`config.mk`:
```
export PLATFORM = sky130hd
export DESIGN_NAME = idec_pipe_flat
export DESIGN_NICKNAME = d
export VERILOG_FILES = /design/src/rtl/idec_pipe_if.sv /design/src/rtl/idec_pipe.sv /design/src/flat_wrapper.sv
export SDC_FILE = /design/constraint.sdc
export NUM_CORES = 1
export LEC_CHECK = 0
export ABC_AREA = 1
export CAP_MARGIN = 20
export CELL_PAD_IN_SITES_DETAIL_PLACEMENT = 1
export CELL_PAD_IN_SITES_GLOBAL_PLACEMENT = 1
export CORE_ASPECT_RATIO = 0.8
export CORE_UTILIZATION = 30
export CTS_BUF_LIST = sky130_fd_sc_hd__clkbuf_4 sky130_fd_sc_hd__clkbuf_8
export CTS_CLUSTER_DIAMETER = 50
export DETAILED_ROUTE_END_ITERATION = 6
export GPL_TIMING_DRIVEN = 0
export HOLD_SLACK_MARGIN = 0.02
export PLACE_DENSITY_LB_ADDON = 0.1
export SYNTH_ARGS = -nofsm -noshare
export SYNTH_HDL_FRONTEND = slang
export SYNTH_SLANG_ARGS = --single-unit
```
`constraint.sdc`:
```
create_clock -name clk -period 1.57 [get_ports clk]
set_input_delay 0.314 -clock clk [delete_from_list [all_inputs] [get_ports clk]]
set_output_delay 0.314 -clock clk [all_outputs]
set_load 0.05 [all_outputs]
```
`src/rtl/idec_pipe_if.sv`:
```
// Handshake and decoded-field bundle between an instruction source and idec_pipe.
// The master side feeds instructions and consumes fields; the slave side is the decoder.
interface idec_pipe_if #(
    parameter int DATAW  = 32,
    parameter int REGAW  = 4,
    parameter int ALUAW  = 4,
    parameter int FLAGSW = 4
);
    logic              in_valid;
    logic              in_ready;
    logic [DATAW-1:0]  iin;
    logic [FLAGSW-1:0] cpsr_in;
    logic              out_valid;
    logic              out_ready;
    logic [ALUAW-1:0]  alu_out;
    logic [REGAW-1:0]  rn_out;
    logic [REGAW-1:0]  rd_out;
    logic [REGAW-1:0]  rm_out;
    logic [DATAW-1:0]  imm_out;
    logic              imm_en;
    logic              cpsrs_out;
    logic              reg_we;
    logic              mem_we;
    logic              ib;
    logic              bl;
    logic              up_out;
    logic              pre_out;
    logic [DATAW-1:0]  bv;

    modport master (
        output in_valid, iin, cpsr_in, out_ready,
        input  in_ready, out_valid, alu_out, rn_out, rd_out, rm_out, imm_out, imm_en,
               cpsrs_out, reg_we, mem_we, ib, bl, up_out, pre_out, bv
    );

    modport slave (
        input  in_valid, iin, cpsr_in, out_ready,
        output in_ready, out_valid, alu_out, rn_out, rd_out, rm_out, imm_out, imm_en,
               cpsrs_out, reg_we, mem_we, ib, bl, up_out, pre_out, bv
    );
endinterface

```
`src/rtl/idec_pipe.sv`:
```
// Single-stage ARM-style instruction decoder with condition check, valid/ready
// handshake and post-branch squash of a fixed number of accepted instructions.
module idec_pipe #(
    parameter int DATAW       = 32,
    parameter int REGAW       = 4,
    parameter int ALUAW       = 4,
    parameter int FLAGSW      = 4,
    parameter int FLUSH_SLOTS = 2
) (
    input  logic        clk,
    input  logic        rst_n,
    idec_pipe_if.slave  bus
);

    typedef struct packed {
        logic [ALUAW-1:0] alu;
        logic [REGAW-1:0] rn;
        logic [REGAW-1:0] rd;
        logic [REGAW-1:0] rm;
        logic [DATAW-1:0] imm;
        logic             imm_en;
        logic             cpsrs;
        logic             reg_we;
        logic             mem_we;
        logic             ib;
        logic             bl;
        logic             up;
        logic             pre;
        logic [DATAW-1:0] bv;
    } dec_t;

    dec_t       fields_q, fields_d, dec_s;
    logic       out_valid_q, out_valid_d;
    logic [2:0] squash_q, squash_d;
    logic       accept_s, cond_ok_s, drop_s, is_branch_s;
    logic [2*DATAW-1:0] rot_s;

    // Condition code evaluation against flags {N,Z,C,V}.
    function automatic logic cond_pass(input logic [3:0] cond, input logic [3:0] f);
        logic n, z, c, v, r;
        n = f[3];
        z = f[2];
        c = f[1];
        v = f[0];
        case (cond)
            4'd0:    r = z;
            4'd1:    r = !z;
            4'd2:    r = c;
            4'd3:    r = !c;
            4'd4:    r = n;
            4'd5:    r = !n;
            4'd6:    r = v;
            4'd7:    r = !v;
            4'd8:    r = c && !z;
            4'd9:    r = !c || z;
            4'd10:   r = (n == v);
            4'd11:   r = (n != v);
            4'd12:   r = !z && (n == v);
            4'd13:   r = z || (n != v);
            4'd14:   r = 1'b1;
            default: r = 1'b0;
        endcase
        return r;
    endfunction

    assign bus.in_ready = rst_n && (!out_valid_q || bus.out_ready);
    assign accept_s     = bus.in_valid && bus.in_ready;
    assign cond_ok_s    = cond_pass(bus.iin[31:28], bus.cpsr_in[3:0]);
    assign drop_s       = !cond_ok_s || (bus.iin == {DATAW{1'b0}}) || (squash_q != 3'd0);
    assign is_branch_s  = (bus.iin[27:25] == 3'b101);
    // Duplicated word shifted right gives a rotate-right of the 8-bit immediate.
    assign rot_s = {{(DATAW-8){1'b0}}, bus.iin[7:0], {(DATAW-8){1'b0}}, bus.iin[7:0]}
                   >> {bus.iin[11:8], 1'b0};

    // Field decode of the presented word by opcode class; unnamed fields stay 0.
    always_comb begin
        dec_s = '0;
        if (bus.iin[27:26] == 2'b00) begin
            dec_s.alu    = bus.iin[24:21];
            dec_s.rn     = bus.iin[19:16];
            dec_s.rd     = bus.iin[15:12];
            dec_s.cpsrs  = bus.iin[20];
            dec_s.reg_we = 1'b1;
            if (bus.iin[25]) begin
                dec_s.imm_en = 1'b1;
                dec_s.imm    = rot_s[DATAW-1:0];
            end else begin
                dec_s.rm     = bus.iin[3:0];
            end
        end else if (bus.iin[27:26] == 2'b01) begin
            dec_s.rn     = bus.iin[19:16];
            dec_s.rd     = bus.iin[15:12];
            dec_s.reg_we = bus.iin[20];
            dec_s.mem_we = !bus.iin[20];
            dec_s.pre    = bus.iin[24];
            dec_s.up     = bus.iin[23];
            dec_s.alu    = bus.iin[23] ? ALUAW'(4'b0100) : ALUAW'(4'b0010);
            if (bus.iin[25]) begin
                dec_s.rm     = bus.iin[3:0];
            end else begin
                dec_s.imm_en = 1'b1;
                dec_s.imm    = {{(DATAW-12){1'b0}}, bus.iin[11:0]};
            end
        end else if (is_branch_s) begin
            dec_s.ib = 1'b1;
            dec_s.bl = bus.iin[24];
            dec_s.bv = {{(DATAW-26){bus.iin[23]}}, bus.iin[23:0], 2'b00};
        end else begin
            dec_s = '0;
        end
    end

    // Next-state: issue, drop, squash countdown and downstream consumption.
    always_comb begin
        fields_d    = fields_q;
        out_valid_d = out_valid_q;
        squash_d    = squash_q;
        if (accept_s) begin
            if (squash_q != 3'd0) begin
                squash_d = squash_q - 3'd1;
            end else begin
                squash_d = squash_q;
            end
            if (!drop_s) begin
                fields_d    = dec_s;
                out_valid_d = 1'b1;
                if (is_branch_s) begin
                    squash_d = 3'(FLUSH_SLOTS);
                end else begin
                    squash_d = squash_q;
                end
            end else begin
                out_valid_d = 1'b0;
            end
        end else if (out_valid_q && bus.out_ready) begin
            out_valid_d = 1'b0;
        end else begin
            out_valid_d = out_valid_q;
        end
    end

    // State registers with synchronous active-low reset.
    always_ff @(posedge clk) begin
        if (!rst_n) begin
            fields_q    <= '0;
            out_valid_q <= 1'b0;
            squash_q    <= 3'd0;
        end else begin
            fields_q    <= fields_d;
            out_valid_q <= out_valid_d;
            squash_q    <= squash_d;
        end
    end

    assign bus.out_valid = out_valid_q;
    assign bus.alu_out   = fields_q.alu;
    assign bus.rn_out    = fields_q.rn;
    assign bus.rd_out    = fields_q.rd;
    assign bus.rm_out    = fields_q.rm;
    assign bus.imm_out   = fields_q.imm;
    assign bus.imm_en    = fields_q.imm_en;
    assign bus.cpsrs_out = fields_q.cpsrs;
    assign bus.reg_we    = fields_q.reg_we;
    assign bus.mem_we    = fields_q.mem_we;
    assign bus.ib        = fields_q.ib;
    assign bus.bl        = fields_q.bl;
    assign bus.up_out    = fields_q.up;
    assign bus.pre_out   = fields_q.pre;
    assign bus.bv        = fields_q.bv;

endmodule

```
`src/flat_wrapper.sv`:
```
// flat-port wrapper written by rule: the top's interface ports become plain ports
module idec_pipe_flat 
#(
    parameter int DATAW       = 32,
    parameter int REGAW       = 4,
    parameter int ALUAW       = 4,
    parameter int FLAGSW      = 4,
    parameter int FLUSH_SLOTS = 2
)
  (clk, rst_n, bus_in_valid, bus_iin, bus_cpsr_in, bus_out_ready, bus_in_ready, bus_out_valid, bus_alu_out, bus_rn_out, bus_rd_out, bus_rm_out, bus_imm_out, bus_imm_en, bus_cpsrs_out, bus_reg_we, bus_mem_we, bus_ib, bus_bl, bus_up_out, bus_pre_out, bus_bv);
  idec_pipe_if #(.DATAW(DATAW), .REGAW(REGAW), .ALUAW(ALUAW), .FLAGSW(FLAGSW)) bus_i ();
  input  logic clk;
  input  logic rst_n;
  input wire logic [$bits(bus_i.in_valid)-1:0] bus_in_valid;
  input wire logic [$bits(bus_i.iin)-1:0] bus_iin;
  input wire logic [$bits(bus_i.cpsr_in)-1:0] bus_cpsr_in;
  input wire logic [$bits(bus_i.out_ready)-1:0] bus_out_ready;
  output wire logic [$bits(bus_i.in_ready)-1:0] bus_in_ready;
  output wire logic [$bits(bus_i.out_valid)-1:0] bus_out_valid;
  output wire logic [$bits(bus_i.alu_out)-1:0] bus_alu_out;
  output wire logic [$bits(bus_i.rn_out)-1:0] bus_rn_out;
  output wire logic [$bits(bus_i.rd_out)-1:0] bus_rd_out;
  output wire logic [$bits(bus_i.rm_out)-1:0] bus_rm_out;
  output wire logic [$bits(bus_i.imm_out)-1:0] bus_imm_out;
  output wire logic [$bits(bus_i.imm_en)-1:0] bus_imm_en;
  output wire logic [$bits(bus_i.cpsrs_out)-1:0] bus_cpsrs_out;
  output wire logic [$bits(bus_i.reg_we)-1:0] bus_reg_we;
  output wire logic [$bits(bus_i.mem_we)-1:0] bus_mem_we;
  output wire logic [$bits(bus_i.ib)-1:0] bus_ib;
  output wire logic [$bits(bus_i.bl)-1:0] bus_bl;
  output wire logic [$bits(bus_i.up_out)-1:0] bus_up_out;
  output wire logic [$bits(bus_i.pre_out)-1:0] bus_pre_out;
  output wire logic [$bits(bus_i.bv)-1:0] bus_bv;
  assign bus_i.in_valid = bus_in_valid;
  assign bus_i.iin = bus_iin;
  assign bus_i.cpsr_in = bus_cpsr_in;
  assign bus_i.out_ready = bus_out_ready;
  assign bus_in_ready = bus_i.in_ready;
  assign bus_out_valid = bus_i.out_valid;
  assign bus_alu_out = bus_i.alu_out;
  assign bus_rn_out = bus_i.rn_out;
  assign bus_rd_out = bus_i.rd_out;
  assign bus_rm_out = bus_i.rm_out;
  assign bus_imm_out = bus_i.imm_out;
  assign bus_imm_en = bus_i.imm_en;
  assign bus_cpsrs_out = bus_i.cpsrs_out;
  assign bus_reg_we = bus_i.reg_we;
  assign bus_mem_we = bus_i.mem_we;
  assign bus_ib = bus_i.ib;
  assign bus_bl = bus_i.bl;
  assign bus_up_out = bus_i.up_out;
  assign bus_pre_out = bus_i.pre_out;
  assign bus_bv = bus_i.bv;
  idec_pipe #(.DATAW(DATAW), .REGAW(REGAW), .ALUAW(ALUAW), .FLAGSW(FLAGSW), .FLUSH_SLOTS(FLUSH_SLOTS)) u_core (.clk(clk), .rst_n(rst_n), .bus(bus_i));
endmodule
```
==> reports/results.tsv <==
stage	metric	value	unit
synth	synth_area_per_cell	6.446	um2
worst_setup_path	cp_max_fo	5	
worst_setup_path	cp_slowest_cell	clkdlybuf4s50_1	
sta	drv_slew	0	
sta	fmax	589.5	MHz
final_layout	mostFrequentLayoutCells	120 x nand2_1, 81 x dfxtp_1, 70 x nor2_1	
synth	ys_ff_latch	84	
clock_network	cts_buffers	9	
synth	synth_compound_area_share	16.08	%
floorplan	core_area	13740	um2
synth	yosys_warnings	0	
clock_network	clk-insertion-delay-late	0.39	ns
sta	finalSetupTns	-5.382	ns
floorplan	io_pins	130	
drt	final_antenna_net_count	0	
outcome	violations	setup timing	
drt	vias_per_cell	5.096	
sta	rsz0062_at_grt	yes	
floorplan	die_area	14750	um2
drt	num_vias	5336	
grt	overflow	0	
final_layout	syn_to_final_growth	77.32	%
worst_setup_path	cpPeakStageDelay	0.48	ns
final_layout	layout-drive-gt1-share	51.44	%
synth	synth_top_family_by_area	simple AND/OR/NAND/NOR gates	
final_layout	final_util	55.24	%
grt	first_global_vias	5490	
outcome	status	complete, but fails checks	
sta	finalSetupViolCount	82	
sta	min_period	1.696	ns
synth	async_reset_ff_share	0	%
worst_setup_path	path_class	in -> reg	
sta	min_period_over_period	108.0	%
worst_setup_path	r2r_end	u_core.bus.imm_out[21]	
clock_network	clockBufferDepth	2	
worst_setup_path	r2r_cells	11	
sta	tightest_slew	0.9024	ns
worst_setup_path	path_cells	clkdlybuf4s50_1, inv_1, a21oi_4, nand2_4, buf_12, nor2_8, buf_6, buf_8, nand2_2, a21oi_2	
synth	yosysTopAreaCell	dfxtp_1	
synth	yosysUniqueCellTypes	32	
worst_setup_path	cp-start-kind	primary input	
clock_network	clkTransAtPathRegs	0.10	ns
worst_setup_path	cp-end-kind	register	
synth	yosys.area_share.simple	32.56	%
grt	grt_pass1_wl	30.70	mm
synth	yosys.area_share.adder	0.5846	%
power_and_ir_drop	power	5318	uW
worst_setup_path	critPathLaunch	bus_out_ready	
synth	synthMuxAreaShare	0.4677	%
synth	synth_edf_count	0	
worst_setup_path	r2r_start	u_core.squash_q[0]	
synth	netlist_area	4280	um2
drt	first_pass_iters	4	
placement	dp.cells	971	
sta	timing.hold.ws	0.3082	ns
worst_setup_path	reg2reg_slack	-0.12	ns
clock_network	holdBufCountCts	0	
sta	fin_worst_skew	0.01727	ns
drt	first_iter_violations	246	
floorplan	die_h	108.8	um
final_layout	finalNetCount	904	
sta	slew_headroom	39.84	%
placement	hpwl	12.95	mm
worst_hold_path	min_path_type	in -> reg	
worst_setup_path	timing.critical_path.arrival	2.00	ns
synth	ys.flop_type	dfxtp_1	
floorplan	row_count	38	
final_layout	final_common_cell	nand2_1	
sta	setup_ws	-0.1263	ns
synth	synth_top_area_share	39.29	%
placement	port_buffers	126	
grt	grt_max_degree	17	
worst_setup_path	required	1.88	ns
clock_network	cts.sinks	84	
clock_network	clockRootBuffer	clkbuf_8	
grt	antenna_found_initial	0	
placement	gp_congestion	0.8753	
power_and_ir_drop	ir_drop	0.0004677	V
drt	wl_per_cell	19.99	um
synth	seq_area_frac_synth	39.29	%
final_layout	layoutNonFillerInstCount	1047	
final_layout	num_antenna_cells	0	
worst_hold_path	min_from	bus_iin[13]	
flow_run	max-cap-violations	0	
synth	synth-xor-area-share	0.2046	%
power_and_ir_drop	p_leak	0.003431	uW
floorplan	initial_utilization	31.15	%
sta	hold_violations	0	
drt	drt_wl_total	20.93	mm
drt	drc	0	
worst_setup_path	crit_path_end	u_core.bus.imm_out[21]	
grt	grt_util_all_layers	27.79	%
floorplan	die_w	135.5	um
power_and_ir_drop	powerDensity	700.7	nW/um2
synth	ys_top_cells_by_area	dfxtp_1 39%, nand2_1 20%, a21oi_1 10%	
synth	netlist_instances	664	
clock_network	cts_tree	built	
clock_network	cts.htree.levels	3	
through the flow:
| step | instance area, um2 | setup slack [ns] |
|---|---|---|
| finish | 7590 | -0.1263 |
| global route | 7590 | -0.1697 |
| CTS | 7161 | -0.09988 |
| detailed placement | 5809 | -1.195 |
| global placement | 5809 | -1.059 |
| floorplan | 4323 | 0.004140 |
cells by family after synthesis:
kind of cell	count (synthesis)
simple gates	345
fa+ha+maj	2
other cells	1
mux	2
buf+inv	98
xor+xnor	1
compound gates	131
flops	84
sequential cells by signal (all words and copies together), names as in the netlist:
| register | cells |
|---|---|
| u_core.bus.up_out | 1 |
| u_core.bus.alu_out | 4 |
| u_core.bus.cpsrs_out | 1 |
| u_core.bus.imm_out | 32 |
| u_core.squash_q | 3 |
| u_core.bus.rm_out | 4 |
| u_core.bus.imm_en | 1 |
| u_core.bus.out_valid | 1 |
| u_core.bus.reg_we | 1 |
| u_core.bus.rn_out | 4 |
| u_core.bus.bl | 1 |
| u_core.bus.mem_we | 1 |
| u_core.bus.bv | 24 |
| u_core.bus.pre_out | 1 |
| u_core.bus.rd_out | 4 |
| u_core.bus.ib | 1 |
worst max-delay path, delay by kind of cell:
family | cells | cell delay [ns]
and+or+nand+nor | 3 | 0.33
AOI/OAI and AO/OA | 2 | 0.32
buffers and inverters | 5 | 1.02
final cells by class:
type / count / area (um2)
multi-input cells: 486 / 3161
repair buffers: 183 / 1724
clock buffers: 9 / 123.9
fillers: 1648 / 6151
well taps: 180 / 225.2
flip-flops and latches: 84 / 1688
inverters: 53 / 216.5
plain buffers: 45 / 392.9
clock inverters: 7 / 58.81
routing by layer:
metal,global-route usage (%),routed length [um]
met1,35.76,9346
met3,5.858,1076
met4,9.551,581
met5,0,0
met2,45.95,9919
power by group:
| group | internal (uW) | switching (uW) |
|---|---|---|
| Combinational | 628 | 971 |
| Sequential | 2170 | 28.3 |
| Clock | 597 | 929 |
how the worst min path moves through the flow:
stage,endpoint,slack [ns],cells after the start
3_5_place_dp,u_core.bus.imm_out[2],0.46,2
6_report,u_core.bus.rd_out[1],0.31,5
4_1_cts,u_core.bus.alu_out[1],0.37,4
3_3_place_gp,u_core.bus.bv[17],0.46,2
5_1_grt,u_core.bus.bv[15],0.32,5
2_1_floorplan,u_core.squash_q[0],0.43,2
cells in the mapped netlist, drive strengths merged, types with 4 or more instances:
cell,count
a21oi,88
buf,29
clkbuf,15
dfxtp,84
inv,52
nand2,227
nand3,19
nand4,7
nor2,84
nor3,4
o21ai,28
o221ai,4
o22ai,11
timing repair:
item / 4_1_cts / 5_1_grt
gates resized for setup: 497 / 267
setup endpoints to repair: 172 / 118
setup buffers: 44 / 3
cloned: 19 / 0
pin swaps: 53 / 72
Power figures use the tool's default switching activity.
